File: src/rtl/fwd_hazard_ctrl.sv
// fwd_hazard_ctrl
//   Forwarding and load-use hazard control for a 5-stage IF/ID/EX/MEM/WB
//   pipeline. Keeps destination tags for the instructions in EX and MEM and
//   decides, for the instruction currently in ID, where each EX operand will
//   come from once that instruction reaches EX. A load followed directly by
//   a consumer of its result costs one stall cycle and one EX bubble.
//
// Ports
//   clk, reset_n              pipeline clock, synchronous active-low reset
//   id_valid                  ID holds a real instruction
//   id_rn/id_rm               ID source register indices
//   id_rn_used/id_rm_used     source is actually read
//   id_rd, id_wr_en           ID destination and its write enable
//   id_is_load                ID instruction is a load
//   flush                     taken branch: kill ID and EX
//   stall                     combinational; hold PC and IF/ID
//   fwd_a_sel/fwd_b_sel       registered operand source in EX:
//                             00 regfile, 01 EX/MEM, 10 MEM/WB
//   ex_bubble                 registered; EX holds no instruction

// Per-source tag comparison against the two in-flight slots.
module fwd_src_match #(
  parameter int REG_BITS = 4,
  parameter int PC_REG   = 15
) (
  input  logic [REG_BITS-1:0] src,
  input  logic                used,
  input  logic                ex_valid,
  input  logic                ex_wr,
  input  logic [REG_BITS-1:0] ex_rd,
  input  logic                mem_valid,
  input  logic                mem_wr,
  input  logic [REG_BITS-1:0] mem_rd,
  output logic                ex_hit,
  output logic                mem_hit
);
  logic fwdable;

  // The PC register is supplied by its own path and is never forwarded.
  assign fwdable = used & (src != REG_BITS'(PC_REG));
  assign ex_hit  = fwdable & ex_valid  & ex_wr  & (ex_rd  == src);
  assign mem_hit = fwdable & mem_valid & mem_wr & (mem_rd == src);
endmodule

module fwd_hazard_ctrl #(
  parameter int REG_BITS = 4,
  parameter int PC_REG   = 15
) (
  input  logic                clk,
  input  logic                reset_n,
  input  logic                id_valid,
  input  logic [REG_BITS-1:0] id_rn,
  input  logic [REG_BITS-1:0] id_rm,
  input  logic                id_rn_used,
  input  logic                id_rm_used,
  input  logic [REG_BITS-1:0] id_rd,
  input  logic                id_wr_en,
  input  logic                id_is_load,
  input  logic                flush,
  output logic                stall,
  output logic [1:0]          fwd_a_sel,
  output logic [1:0]          fwd_b_sel,
  output logic                ex_bubble
);
  localparam int NSRC = 2;

  typedef struct packed {
    logic                valid;
    logic [REG_BITS-1:0] rd;
    logic                wr_en;
    logic                is_load;
  } tag_t;

  tag_t ex_q, mem_q;

  logic [NSRC-1:0][REG_BITS-1:0] src;
  logic [NSRC-1:0]               used;
  logic [NSRC-1:0]               ex_hit, mem_hit;
  logic [NSRC-1:0][1:0]          sel_nxt, sel_q;
  logic                          take_id;

  assign src  = {id_rm, id_rn};
  assign used = {id_rm_used, id_rn_used};

  // Sources are compared only against older tags, so an instruction that
  // reads and writes the same register never matches itself.
  for (genvar i = 0; i < NSRC; i++) begin : g_src
    fwd_src_match #(.REG_BITS(REG_BITS), .PC_REG(PC_REG)) u_match (
      .src      (src[i]),
      .used     (used[i]),
      .ex_valid (ex_q.valid),
      .ex_wr    (ex_q.wr_en),
      .ex_rd    (ex_q.rd),
      .mem_valid(mem_q.valid),
      .mem_wr   (mem_q.wr_en),
      .mem_rd   (mem_q.rd),
      .ex_hit   (ex_hit[i]),
      .mem_hit  (mem_hit[i])
    );
    // EX producer moves to MEM next cycle (01); MEM producer to WB (10).
    // The EX match is the newer value and wins.
    assign sel_nxt[i] = ex_hit[i]  ? 2'b01 :
                        mem_hit[i] ? 2'b10 : 2'b00;
  end

  // Load result is not ready until after MEM: one cycle of hold.
  // Depends only on slot state and ID inputs, never on the select registers.
  assign stall   = id_valid & ~flush & ex_q.is_load & (|ex_hit);
  assign take_id = id_valid & ~flush & ~stall;

  always_ff @(posedge clk) begin
    if (!reset_n) begin
      ex_q      <= '0;
      mem_q     <= '0;
      sel_q     <= '0;
      ex_bubble <= 1'b1;
    end else begin
      // MEM always advances, including from an EX slot being flushed.
      mem_q <= ex_q;
      if (take_id) begin
        ex_q      <= '{valid: 1'b1, rd: id_rd, wr_en: id_wr_en, is_load: id_is_load};
        sel_q     <= sel_nxt;
        ex_bubble <= 1'b0;
      end else begin
        ex_q      <= '0;
        sel_q     <= '0;
        ex_bubble <= 1'b1;
      end
    end
  end

  assign fwd_a_sel = sel_q[0];
  assign fwd_b_sel = sel_q[1];
endmodule
File: config.mk
export PLATFORM = sky130hd
export DESIGN_NAME = fwd_hazard_ctrl
export DESIGN_NICKNAME = d
export VERILOG_FILES = /design/src/rtl/fwd_hazard_ctrl.sv
export SDC_FILE = /design/constraint.sdc
export NUM_CORES = 1
export LEC_CHECK = 0
export ABC_AREA = 0
export CAP_MARGIN = 20
export CORE_MARGIN = 2
export CORE_UTILIZATION = 35
export DETAILED_ROUTE_END_ITERATION = 7
export GPL_TIMING_DRIVEN = 0
export PLACE_DENSITY = 0.67
export SLEW_MARGIN = 20
export SYNTH_ARGS = -nofsm -noshare
export SYNTH_HDL_FRONTEND = slang
export SYNTH_SLANG_ARGS = --single-unit
File: constraint.sdc
create_clock -name clk -period 1.35 [get_ports clk]
set_input_delay 0.27 -clock clk [delete_from_list [all_inputs] [get_ports clk]]
set_output_delay 0.27 -clock clk [all_outputs]
set_load 0.01 [all_outputs]
## Yosys cells after proc, flatten, opt, wreduce, memory -nomap -nowiden

Index checks and enable logic that the tools add are counted.

- Latch bits: 0
- Input bits: 20
- Output and inout bits: 6
- Register bits: 18
- Memories: 0
- Logic and storage cells: 50
- Memory bits (writable): 0
- Memory bits (read-only): 0

- Div/mod/pow operators: 0
- $add $sub $neg: 0
- Reductions and logical operators: 4
- Shift-type cells: 0
- $mul: 0
- Magnitude comparators: 0
- Bitwise logic cells: 22
- Equal/unequal tests: 6
- Mux-type cells: 6

Operators by type and width:

| operator | count |
|---|---|
| $and 1x1->1 | 18 |
| $eq 4x4->1 | 4 |
| $ne 4x4->1 const B | 2 |
| $mux 7 | 1 |
| $reduce_or 3->1 | 2 |
| $mux 2 | 2 |
| $not 1->1 | 4 |
| $mux 1 | 3 |
| $reduce_and 2->1 | 1 |
| $reduce_or 2->1 | 1 |

## Longest topological paths before layout

- Depth in word-level cells: 11
- Depth in mapped cells: 6
- Gate-level depth less buffers: 5

## Hierarchy

Synthesis repeated with hierarchy kept, for this count alone.

- Cell total of the unflattened synthesis: 74
- Area, all modules: 788.3 um^2

By module, submodules not included:

| module | cells each | seq. area each (um^2) | instances | area each (um^2) |
|---|---|---|---|---|
| fwd_hazard_ctrl | 42 | 360.3 | 1 | 553.0 |
| fwd_src_match | 16 | 0.0 | 2 | 117.6 |

## Worst setup path before layout

No wires, ideal clock.

- Kind: reg-to-output
- From: register ex_q[2] (netlist bit)
- To: output stall
- Cell stages (with the launch flop): 6
- Slack: -0.088 ns
- Arrival time: 1.168 ns
- Required time: 1.080 ns
- Cells stage by stage: dfxtp_1 xnor2_1 nand3_1 nor3_1 o21a_1 buf_2

- Word-level cells in the longest chain between the ends: 4
- Elaborated cells between the ends (all ways): 6
- Classes of those cells: eq/ne (2); bitwise (3); reduce/logical (1)

Ends and longest elaborated chain:

| element | line | RTL |
|---|---|---|
| start: declaration | 74 | `tag_t ex_q, mem_q;` |
| start signal: assignment | 121 | `ex_q <= '{valid: 1'b1, rd: id_rd, wr_en: id_wr_en, is_load: id_is_load};` |
| $eq 4x4->1 | 41 | `assign ex_hit = fwdable & ex_valid & ex_wr & (ex_rd == src);` |
| $and 1x1->1 | 41 |  |
| $reduce_or 2->1 * | 108 | `assign stall = id_valid & ~flush & ex_q.is_load & (\|ex_hit);` |
| $and 1x1->1 * | 108 |  |
| end: declaration | 60 | `output logic stall,` |

Every way passes the cells marked *; elsewhere a longest branch is shown, timed or not.

## Final worst setup path

- From: register ex_q[4] (netlist bit)
- To: output stall

Same word-level chain as after synthesis.

==> impl_metrics.yaml <==
critical_path:
  crit_fanout: 4
  crit_slowest_cell: "dfxtp_4"
  max_stage_delay_ns: 0.37
  worst_ep_arrival_time_ns: 1.47
  cp_top_family: "flip-flops"
  reg2reg_to: "ex_q[5]"
  critical_path_cell_count: 5
  end_kind: "primary output"
  critPathBufInv: 1
  ff2ff_path_depth: 6
  rr_startpoint: "ex_q[4]"
  crit_chain: "xnor2_2, nand3_2, nor3_4, o21a_1, buf_6"
  path_class: "reg -> out"
  critPathLaunch: "ex_q[4]"
  r2r_setup_slack_ns: -0.04
  start_kind: "flop"
  required_ns: 1.08
global_route:
  grt_usage_pct: 13.2
  grt_antenna_before_repair: 0
  grt_max_degree: 11
  grt_overflow: 0
  grt_pass1_wl_um: 2480
  grt_pass1_vias: 581
sta:
  rsz0062_at_grt: "yes"
  tns_ns: -0.697
  finalHoldViolations: 0
  setup_viol: 10
  fmax_ghz: 0.573
  fin_skew_ns: 0.00133
  max_slew_margin_pct: 85.8
  fin_ws_ns: -0.394
  finalMaxSlewViolations: 0
  worstMarginPinSlew_ns: 0.213
  fin_crit_sh_pct: 129
  period_minus_slack_ns: 1.74
pwr:
  leakage_nw: 0.466
  swShare_pct: 21.3
  total_power_mw: 0.988
  clkPwrFrac_pct: 32.1
  p_seq_share_pct: 55.2
  internal-power_mw: 0.778
  p_sw_mw: 0.210
  pwr_density_cell_nw_per_um2: 868
  peakVddDrop_mv: 0.555
  power_frac_comb_pct: 12.7
cells_and_area:
  layout-drive-gt1-share_pct: 25.5
  diodes: 0
  final_nets: 131
  fillers: 189
  postLayoutCellArea_um2: 1140
  areaGrowthSynthToFinish_pct: 49.2
synth:
  synth_top_area_share_pct: 47.2
  yosys_warnings: 0
  syn_nets: 99
  synthesis.area_um2: 763
  ys_seq_area_share_pct: 47.2
  ys_types: 18
  synth-async-reset-ratio_pct: 0
  synth_area_leaders: "dfxtp_1 47%, xnor2_1 18%, and2_2 5.9%, nand2_1 3.9%, nor2_1 3.4%"
  synth-main-ff-cell: "dfxtp_1"
  syn_inst: 79
  synth_area_leader_cell: "dfxtp_1"
  syn_area_per_cell_um2: 9.66
  synth-seq-cells: 18
  synth_edf_count: 0
place:
  placed_area_um2: 1060
  place.gp.congestion: 0.817
  portBuffers: 25
  hpwl_um: 1160
floorplan:
  dieWidth_um: 50.7
  initial_core_util_pct: 38.1
  fp.dieH_um: 50.7
  die-area_um2: 2570
  num_io_pins: 26
  fp-row-count: 16
  core_um2: 2000
clocking:
  cts_buffers: 3
  root_buffer: "clkbuf_4"
  clockBufferDepth: 2
  cts_htree_levels: 1
  clk_latency_ns: 0.28
  clkTransAtPathRegs_ns: 0.09
  cts_tree: "done"
  cts_sinks: 18
worst_hold_path:
  hp-class: "in -> reg"
  worstHoldStart: "reset_n"
  min_to: "mem_q[2]"
  min_path_cells: 2
job:
  drv_cap: 0
routing:
  drc: 0
  vias: 632
  via_per_inst: 4.61
  antenna_left: 0
  firstDrtPassIters: 3
  avgRoutedWirePerCell_um: 11.1
  wirelength_um: 1530
  drt-initial-drc-count: 1
status:
  status: "complete, but fails checks"
  violations: "negative setup slack"
## logic make-up (layout without fill, tap and decap cells)
logic type	Yosys count	count (layout)	share of synthesized area, %
simple gates	40	40	30.0
xor+xnor	16	16	18.4
flops	18	18	47.2
compound gates	3	3	2.30
buf+inv	2	33	2.13
## synthesized netlist by cell type, drive strengths merged, types with 4 or more instances
cell / n
nand2: 8
nand4: 4
xnor2: 16
nor2: 7
nand3: 5
and2: 6
dfxtp: 18
## area by class of cell
class	count	area [um2]	share of cell area, %
flip-flops and latches	18	373	32.7
multi-input cells	59	434	38.1
plain buffers	1	11.3	0.989
repair buffers	28	250	22.0
clock buffers	4	36.3	3.19
well taps	27	33.8	2.97
## through the flow
stage / hold slack [ns] / instances / utilization, % / worst slack [ns]
after floorplan: 0.384 / 79 / - / 0.0234
after global placement: 0.496 / 131 / 52.9 / -1.09
after detailed placement: 0.502 / 131 / 52.9 / -1.08
after CTS: 0.431 / 138 / 55.4 / -0.403
after global routing: 0.290 / 137 / 56.9 / -0.508
final: 0.296 / 137 / 56.9 / -0.394
## layout by cell type, fill, tap and decap left out, types with 4 or more instances in the layout
master           count
nand4_1              4
nand2_1              8
and2_2               6
nor2_1               7
xnor2_1             13
clkdlybuf4s50_1      8
dlygate4sd2_1       15
dfxtp_1             14
## per-layer routing
layer  track usage (%)  share of wire, %  vias up
li1                  -                 -      331
met1              14.7                43      282
met2              22.6                51       17
met3              2.38               4.1        2
met4              9.46               1.2        0
met5                 0                 0        -
## repair_timing
action                     4_1_cts  5_1_grt
gates resized for setup         26       11
hold buffers                     0        0
setup endpoints to repair       16       11
pin swaps                        8        8
buffers inserted                 3        1
## power groups by stage
stage / clock network, mW / logic [mW] / registers, mW
4_1_cts: 0.335 / 0.117 / 0.550
5_1_grt: 0.364 / 0.138 / 0.548
3_5_place_dp: 0 / 0.128 / 0.562
3_3_place_gp: 0 / 0.126 / 0.561
2_1_floorplan: 0 / 0.0507 / 0.560
6_report: 0.317 / 0.126 / 0.546
## flip-flops by register name, summed over array words and instances (netlist names)
signal	count
ex_bubble	1
ex_q	7
fwd_a_sel	2
fwd_b_sel	2
mem_q	6
## worst reg2reg max path, cell delays in order, from the launching register on
cell and delay (ns):
dfxtp_4 0.37, xnor2_2 0.15, nand3_2 0.11, nor3_4 0.24
o21a_1 0.21, buf_4 0.17, nor2_1 0.05
## worst max-delay path by stage
stage / to / slack (ns)
floorplan: stall / 0.02
global placement: stall / -1.09
detailed placement: stall / -1.08
CTS: stall / -0.40
global route: stall / -0.51
finish: stall / -0.39
Note: power is estimated with default switching activity, not from simulation.
